$ cat src/rtl/fifo_param_pkg.sv
// Shared constants and helpers for the parametrised FIFO.
package fifo_param_pkg;

  localparam int FIFO_MODE_STD  = 0;
  localparam int FIFO_MODE_FWFT = 1;

  // Ceiling log2 for tools without $clog2; clog2(1) = 0.
  function automatic int clog2(input int value);
    int v;
    int r;
    v = value - 1;
    r = 0;
    for (int i = 0; i < 32; i++) begin
      if (v > 0) begin
        r = r + 1;
        v = v >> 1;
      end
    end
    return r;
  endfunction

endpackage

$ cat src/rtl/fifo_ptr_ctr.sv
// Modulo-DEPTH pointer with synchronous clear; wraps DEPTH-1 -> 0 explicitly
// so DEPTH does not have to be a power of two.
module fifo_ptr_ctr #(
  parameter int DEPTH = 10,
  parameter int PTR_W = 4
) (
  input  logic             clock,
  input  logic             reset_n,
  input  logic             clr,
  input  logic             inc,
  output logic [PTR_W-1:0] ptr
);

  // Clear wins over increment; otherwise advance and wrap at the last entry.
  always_ff @(posedge clock or negedge reset_n) begin
    if (!reset_n) begin
      ptr <= '0;
    end else if (clr) begin
      ptr <= '0;
    end else if (inc) begin
      if (ptr == PTR_W'(DEPTH - 1)) begin
        ptr <= '0;
      end else begin
        ptr <= ptr + PTR_W'(1);
      end
    end
  end

endmodule

$ cat src/rtl/fifo_param.sv
// Parametrised single-clock FIFO with optional first-word-fall-through output,
// occupancy count, almost flags, sticky error flags and synchronous flush.
module fifo_param
  import fifo_param_pkg::*;
#(
  parameter int DATA_WIDTH      = 16,
  parameter int DEPTH           = 10,
  parameter int ALMOST_FULL_TH  = 8,
  parameter int ALMOST_EMPTY_TH = 2,
  parameter int FWFT            = FIFO_MODE_STD
) (
  input  logic                         clock,
  input  logic                         reset_n,
  input  logic                         enable,
  input  logic                         flush,
  input  logic                         write,
  input  logic [DATA_WIDTH-1:0]        data_In,
  input  logic                         read,
  output logic [DATA_WIDTH-1:0]        data_Out,
  output logic                         isEmpty,
  output logic                         isFull,
  output logic                         almostEmpty,
  output logic                         almostFull,
  output logic [clog2(DEPTH+1)-1:0]    count,
  output logic                         overflow,
  output logic                         underflow
);

  localparam int PTR_W = clog2(DEPTH);
  localparam int CNT_W = clog2(DEPTH + 1);

  logic [DATA_WIDTH-1:0] mem [DEPTH];
  logic [PTR_W-1:0]      wr_ptr;
  logic [PTR_W-1:0]      rd_ptr;
  logic [CNT_W-1:0]      cnt_q;
  logic                  ovf_q;
  logic                  udf_q;

  logic                  active;
  logic                  flush_acc;
  logic                  rd_acc;
  logic                  wr_acc;
  logic                  wr_drop;
  logic                  rd_drop;

  // Flush overrides read and write; a full FIFO still accepts a write when a
  // read is accepted on the same edge.
  assign active    = enable & ~flush;
  assign flush_acc = enable & flush;
  assign rd_acc    = active & read & ~isEmpty;
  assign wr_acc    = active & write & (~isFull | rd_acc);
  assign wr_drop   = active & write & ~wr_acc;
  assign rd_drop   = active & read & isEmpty;

  // Flags come only from the registered count, never from read/write.
  assign isEmpty     = (cnt_q == '0);
  assign isFull      = (cnt_q == CNT_W'(DEPTH));
  assign almostEmpty = (cnt_q <= CNT_W'(ALMOST_EMPTY_TH));
  assign almostFull  = (cnt_q >= CNT_W'(ALMOST_FULL_TH));
  assign count       = cnt_q;
  assign overflow    = ovf_q;
  assign underflow   = udf_q;

  fifo_ptr_ctr #(
    .DEPTH (DEPTH),
    .PTR_W (PTR_W)
  ) u_wr_ptr (
    .clock   (clock),
    .reset_n (reset_n),
    .clr     (flush_acc),
    .inc     (wr_acc),
    .ptr     (wr_ptr)
  );

  fifo_ptr_ctr #(
    .DEPTH (DEPTH),
    .PTR_W (PTR_W)
  ) u_rd_ptr (
    .clock   (clock),
    .reset_n (reset_n),
    .clr     (flush_acc),
    .inc     (rd_acc),
    .ptr     (rd_ptr)
  );

  // Occupancy: simultaneous read and write leave it unchanged.
  always_ff @(posedge clock or negedge reset_n) begin
    if (!reset_n) begin
      cnt_q <= '0;
    end else if (flush_acc) begin
      cnt_q <= '0;
    end else if (wr_acc && !rd_acc) begin
      cnt_q <= cnt_q + CNT_W'(1);
    end else if (rd_acc && !wr_acc) begin
      cnt_q <= cnt_q - CNT_W'(1);
    end
  end

  // Sticky error flags, cleared only by reset or an accepted flush.
  always_ff @(posedge clock or negedge reset_n) begin
    if (!reset_n) begin
      ovf_q <= 1'b0;
      udf_q <= 1'b0;
    end else if (flush_acc) begin
      ovf_q <= 1'b0;
      udf_q <= 1'b0;
    end else begin
      if (wr_drop) ovf_q <= 1'b1;
      if (rd_drop) udf_q <= 1'b1;
    end
  end

  // Storage array; deliberately not reset.
  always_ff @(posedge clock) begin
    if (wr_acc) begin
      mem[wr_ptr] <= data_In;
    end
  end

  generate
    if (FWFT == FIFO_MODE_FWFT) begin : g_fwft
      // Head of queue is presented directly; zero while empty.
      assign data_Out = isEmpty ? '0 : mem[rd_ptr];
    end else begin : g_std
      logic [DATA_WIDTH-1:0] dout_q;

      // Registered read port: loads on an accepted read, holds otherwise
      // (including across flush and rejected reads).
      always_ff @(posedge clock or negedge reset_n) begin
        if (!reset_n) begin
          dout_q <= '0;
        end else if (rd_acc) begin
          dout_q <= mem[rd_ptr];
        end
      end

      assign data_Out = dout_q;
    end
  endgenerate

endmodule
$ cat config.mk
export PLATFORM = sky130hd
export DESIGN_NAME = fifo_param
export DESIGN_NICKNAME = d
export VERILOG_FILES = /design/src/rtl/fifo_param_pkg.sv /design/src/rtl/fifo_ptr_ctr.sv /design/src/rtl/fifo_param.sv
export SDC_FILE = /design/constraint.sdc
export NUM_CORES = 1
export LEC_CHECK = 0
export BUFFER_PORTS_ARGS = -buffer_cell sky130_fd_sc_hd__buf_2
export CORE_ASPECT_RATIO = 1.75
export CORE_MARGIN = 1
export CORE_UTILIZATION = 55
export CTS_CLUSTER_SIZE = 10
export DETAILED_ROUTE_END_ITERATION = 12
export PLACE_DENSITY = 0.71
export SLEW_MARGIN = 20
export SYNTH_ARGS = -nofsm -noshare
export SYNTH_HDL_FRONTEND = slang
export SYNTH_SLANG_ARGS = --single-unit
export TNS_END_PERCENT = 100
$ cat constraint.sdc
create_clock -name clock -period 4.45 [get_ports clock]
set_input_delay 0.89 -clock clock [delete_from_list [all_inputs] [get_ports clock]]
set_output_delay 0.89 -clock clock [all_outputs]
set_load 0.05 [all_outputs]
==> flow_metrics.tcl, run 1 <==
set metrics [dict create \
    outcome "complete, no violations" \
    fillers 997 \
    start_util_pct 56.2 \
    cts_tree "yes" \
    grt_pass1_wl_um 22600 \
    ctsHoldBuffers 0 \
    ir_worst_vdd_mv 0.336 \
    vias 4038 \
    drt_iter0_drc 290 \
    n_antenna_cell 0 \
    synth_edf_count 160 \
    p_total_w 0.00476 \
    cpMaxStageDelayCell "ha_1" \
    synth_ff_type "edfxtp_1" \
    overflow 0 \
    fin_area_um2 8760 \
    cp.arrival_ns 2.95 \
    yosys.area.top_type "edfxtp_1" \
    routed_wl_um 14500 \
    synth_nets 466 \
    clk_pin_slew_ns 0.07 \
    numPortBuffers 47 \
    critPathMaxFanout 11 \
    grt_usage_pct 21.3 \
    worst_slack_ns 1.79 \
    worst_slew_pin_slew_ns 1.02 \
    grt_use_met3_pct 4.39 \
    synth-seq-cells 190 \
    die_h_um 159 \
    synth_area_um2 7780 \
    gr-usage-met2_pct 36.6 \
    grt_pass1_vias 4173 \
    yosysWarnings 0 \
    cts_max_level 4 \
    avgSynthCellArea_um2 17.7 \
    place_congestion 0.838 \
    cts_buffer_depth 2 \
    path_class "in2reg" \
    worst_ep_required_time_ns 4.74 \
    final_max_slew_viol_count 0 \
    syn_inst 439 \
    placed_cell_area_um2 8190 \
    finalSetupViolCount 0 \
    rsz0062_at_grt "no" \
    cts-buffers-inserted 17 \
    post-route-util_pct 63.3 \
    cts_resized 0 \
    antenna_left 0 \
    cts.sinks 190 \
    cts_root_buf "clkbuf_16" \
    synth.area.top_cells "edfxtp_1 62%, dfrtp_1 9.6%, mux4_1 8.1%" \
    finalCriticalPeriod_ns 2.66 \
    ys_types 45 \
    cp-end-kind "flop" \
    grtUsageMet1_pct 26.5 \
    slowest_delay_ns 0.30 \
    yosysSeqAreaShare_pct 71.4 \
    drive_gt1_share_pct 24.3 \
    slew_headroom_pct 32.1 \
    maxCapViolations 0 \
    first_pass_iters 4 \
    wl_per_cell_um 21.2 \
    synth_top_area_share_pct 61.7 \
    max_freq_mhz 375 \
    nNetsFinal 521 \
    crit_chain "buf_2 > nor2b_1 > o211a_1 > nand2_1 > ha_1 > a21o_1 > a21oi_1 > mux2i_1 > mux2i_1 > o22ai_1" \
    dieArea_um2 14600 \
    clock_latency_ns 0.42 \
    hold_viol_final 0 \
    hold_class "reg2reg" \
    post_cts_buffers 0 \
    postSynth.asyncResetShare_pct 15.8 \
    p_per_area_nw_per_um2 543 \
    ios 48 \
    reg2reg_depth 9 \
    busiest_layer "met2" \
    core_um2 13800 \
    clock_skew_ns 0.00926 \
    drc 0 \
    r2r_slack_ns 1.83 \
    crit_top_cell "mux2i_1" \
    power_leakage_nw 3.05 \
    place_hpwl_um 8740 \
    pre_cts_ws_ns 1.36 \
    vias_per_cell 5.90 \
    worstSetupStartpointType "primary input" \
    fin_tns_setup_ns 0 \
    grt_max_degree 54 \
    die_w_um 91.9 \
    period_share_pct 59.9 \
    hold_depth 2 \
    grt_antenna_before_repair 0 \
    synthToLayoutAreaGrowth_pct 12.6 \
    placementRows 57 \
]
-- metal layers --
metal | part of all wire [%] | vias up
li1 | - | 1829
met1 | 41 | 2087
met4 | 2.2 | 0
met2 | 53 | 102
met5 | 0 | -
met3 | 3.6 | 20
-- cells by family after synthesis --
logic type	count (synthesis)	synth area share, %
flops	190	71.4
compound gates	56	4.34
fa+ha+maj	5	0.900
mux	68	15.3
buf+inv	32	2.64
xor+xnor	2	0.225
simple gates	86	5.21
-- placed cells by master (no fill, tap or decap), types with 8 or more instances in the layout --
cell type and instances:
o21ai_1 31, edfxtp_1 160, dfrtp_1 29, buf_4 14, mux2i_1 20, buf_2 47, mux2_2 16, mux4_1 24
nor2_1 17, clkbuf_16 17, nand2_1 40, mux4_2 8
-- worst paths after layout --
path	startpoint	to
min reg2reg	data_Out[9]$_DFFE_PN0P_	data_Out[9]$_DFFE_PN0P_
max in group asynchronous	reset_n	u_rd_ptr.ptr[0]$_DFFE_PN0P_
max	enable	count[3]$_DFFE_PN0P_
max reg2reg	count[2]$_DFFE_PN0P_	count[3]$_DFFE_PN0P_
min in group asynchronous	reset_n	data_Out[9]$_DFFE_PN0P_
min	data_Out[9]$_DFFE_PN0P_	data_Out[9]$_DFFE_PN0P_
-- synth_stat cells, drive strengths merged (2+ instances only) --
master / n
edfxtp: 160
nand2: 40
o21ai: 38
mux4: 32
dfrtp: 30
mux2i: 20
nor2: 17
buf: 16
mux2: 16
clkbuf: 9
a21oi: 7
inv: 7
nor3: 6
nand2b: 5
nor2b: 5
ha: 4
or3: 3
and2: 2
nor4: 2
o211ai: 2
o22ai: 2
-- layout make-up --
class                      count  area, um^2  share of cell area (%)
clock buffer                  20         437                    4.98
tap                          177         221                    2.53
inverter                       7        26.3                   0.300
multi-input combinational    217        2040                    23.3
timing repair buffer          61         340                    3.88
sequential                   190        5560                    63.4
clock inverter                12         138                    1.57
-- flip-flops by register name, summed over array words and instances, names as in the netlist --
name,count
mem,160
data_Out,16
count,4
u_rd_ptr.ptr,4
u_wr_ptr.ptr,4
overflow,1
underflow,1
-- stage by stage --
stage / hold WS [ns] / std cells
after global routing: 0.514 / 684
after CTS: 0.489 / 684
final: 0.481 / 684
after floorplan: 0.542 / 439
after detailed placement: 0.474 / 652
after global placement: 0.464 / 652
-- critical path, delay by kind of cell --
family / cells / cell delay [ns]
AO/OA/AOI/OAI: 4 / 0.74
multiplexers: 2 / 0.48
AND/OR/NAND/NOR: 2 / 0.35
adder cells (fa/ha/maj): 1 / 0.30
buffers and inverters: 1 / 0.18
-- report_power, final --
group | internal (W) | switching (W)
Combinational | 0.000378 | 0.000767
Clock | 0.000833 | 0.000627
Sequential | 0.00205 | 0.000108
No activity file was read; power rests on OpenSTA's default activity.
==> inputs of run 2 (changes only) <==
--- a/config.mk
+++ b/config.mk
@@ -8,10 +8,10 @@
 export BUFFER_PORTS_ARGS = -buffer_cell sky130_fd_sc_hd__buf_2
 export CORE_ASPECT_RATIO = 1.75
 export CORE_MARGIN = 1
-export CORE_UTILIZATION = 55
+export CORE_UTILIZATION = 54
 export CTS_CLUSTER_SIZE = 10
 export DETAILED_ROUTE_END_ITERATION = 12
-export PLACE_DENSITY = 0.71
+export PLACE_DENSITY = 0.73
 export SLEW_MARGIN = 20
 export SYNTH_ARGS = -nofsm -noshare
 export SYNTH_HDL_FRONTEND = slang
==> constraint.sdc (replaced) <==
create_clock -name clock -period 2.25 [get_ports clock]
set_input_delay 0.45 -clock clock [delete_from_list [all_inputs] [get_ports clock]]
set_output_delay 0.45 -clock clock [all_outputs]
set_load 0.05 [all_outputs]
==> flow_metrics.tcl, run 2 (synthesized netlist as in run 1, its figures left out) <==
set metrics [dict create \
    outcome "complete, no violations" \
    fin_area_um2 9210 \
    p_total_w 0.00988 \
    grt_max_degree 39 \
    p_seq_share_pct 43.0 \
    place_hpwl_um 9320 \
    rr_startpoint "count[0]$_DFFE_PN0P_" \
    clock_latency_ns 0.42 \
    vias_per_cell 5.74 \
    cts_buffer_depth 2 \
    cts_tree "yes" \
    worst_slack_ns 0.0521 \
    overflow 0 \
    grt_antenna_before_repair 0 \
    whs_ns 0.316 \
    routed_wl_um 14900 \
    n_antenna_cell 0 \
    cts.sinks 190 \
    power_switching_w 0.00319 \
    vias 4087 \
    period_share_pct 97.7 \
    switching_share_pct 32.2 \
    cts_root_buf "clkbuf_16" \
    drt_iter0_drc 268 \
    placed_cell_area_um2 8510 \
    die_w_um 92.8 \
    path_class "reg2reg" \
    first_pass_iters 5 \
    nNetsFinal 549 \
    clock_skew_ns 0.0103 \
    grt_pass1_wl_um 23200 \
    max_freq_mhz 455 \
    place_congestion 0.711 \
    grt_pass1_vias 4301 \
    critPathMaxFanout 3 \
    pre_cts_ws_ns -0.0358 \
    hp-start "data_In[2]" \
    cts-buffers-inserted 17 \
    power_leakage_nw 3.26 \
    core_um2 14000 \
    combPwrFrac_pct 25.9 \
    ios 48 \
    p_per_area_nw_per_um2 1070 \
    placementRows 57 \
    cp.arrival_ns 2.54 \
    maxCapViolations 0 \
    internal-power_w 0.00669 \
    final_cell_mix "160 x edfxtp_1, 45 x buf_2, 39 x nand2_1" \
    ir_worst_vdd_mv 0.659 \
    regMostFlops "mem" \
    synthToLayoutAreaGrowth_pct 18.3 \
    hold_class "in2reg" \
    post-route-util_pct 65.9 \
    fillers 957 \
    numPortBuffers 47 \
    cts_max_level 4 \
    grt_usage_pct 21.9 \
    worst_ep_required_time_ns 2.59 \
    worst_slew_pin_slew_ns 0.536 \
    largest_reg_flops 160 \
    final_max_slew_viol_count 0 \
    drc 0 \
    clk_pin_slew_ns 0.07 \
    die_h_um 161 \
    dieArea_um2 14900 \
    worstSetupStartpointType "flop" \
    slew_headroom_pct 64.3 \
    drive_gt1_share_pct 31.2 \
    p_clk_share_pct 31.2 \
    finalSetupViolCount 0 \
    finalCriticalPeriod_ns 2.20 \
    hold_viol_final 0 \
    wl_per_cell_um 20.9 \
    layout_commonest_cell "edfxtp_1" \
    cp-end-kind "flop" \
    crit_start "count[0]$_DFFE_PN0P_" \
    antenna_left 0 \
    start_util_pct 55.7 \
    rsz0062_at_grt "yes" \
]
-- run 2: cell count changes in the layout (fill, tap and decap cells not counted), sizes merged --
| cell | previous run | this run |
|---|---|---|
| buf | 61 | 87 |
| inv | 10 | 16 |
| clkinvlp | 5 | 2 |
| clkbuf | 20 | 18 |
| dlygate4sd3 | 0 | 1 |
-- run 2: area by class of cell --
type	instances	area (um^2)	share of cell area [%]
clock buffers	17	425	4.62
well taps	177	221	2.40
inverters	7	26.3	0.285
flip-flops and latches	190	5570	60.4
multi-input cells	217	2130	23.2
repair buffers	89	641	6.96
clock inverters	15	196	2.13
-- run 2: path summary, 6_finish.rpt --
path / to / slack, ns / cells past startpoint
max reg2reg: count[1]$_DFFE_PN0P_ / 0.05 / 7
min reg2reg: data_Out[6]$_DFFE_PN0P_ / 0.48 / 2
min in group asynchronous: data_Out[15]$_DFFE_PN0P_ / 0.53 / 2
min: mem[1][2]$_DFFE_PP_ / 0.32 / 1
max: count[1]$_DFFE_PN0P_ / 0.05 / 7
max in group asynchronous: u_rd_ptr.ptr[0]$_DFFE_PN0P_ / 1.17 / 3
-- run 2: worst max-delay path: stages (launching register included) --
cell and delay [ns]:
dfrtp_4 0.50, o41ai_4 0.41, nand2_2 0.14, buf_6 0.15
inv_2 0.05, fa_2 0.42, or3_4 0.37, o211ai_2 0.07
-- run 2: timing repair --
item                                    CTS  global route
buffers inserted                          1             1
endpoints found under the setup margin    2             4
endpoints found under the hold margin    14             0
pin swaps                                 6             5
hold buffers                              1             0
gates resized for setup                   6             5
-- run 2: power by group through the flow --
stage	clock, W	sequential (W)	combinational [W]
global placement	0	0.00429	0.00243
finish	0.00308	0.00424	0.00256
detailed placement	0	0.00431	0.00248
floorplan	0	0.00497	0.00124
CTS	0.00314	0.00424	0.00254
global route	0.00325	0.00428	0.00272
-- run 2: metal layers --
metal  vias up  GRT usage, %  part of all wire (%)
li1       1888             -                     -
met1      2055          25.4                    38
met2       117          38.6                    55
met3        27          4.31                   4.3
met4         0          10.5                   2.6
met5         -             0                     0
-- run 2: through the flow --
step,std cells,setup TNS (ns)
detailed placement,677,-0.0358
CTS,711,-0.0568
global placement,677,0
floorplan,439,-11.53
finish,712,0
global route,712,-0.0213
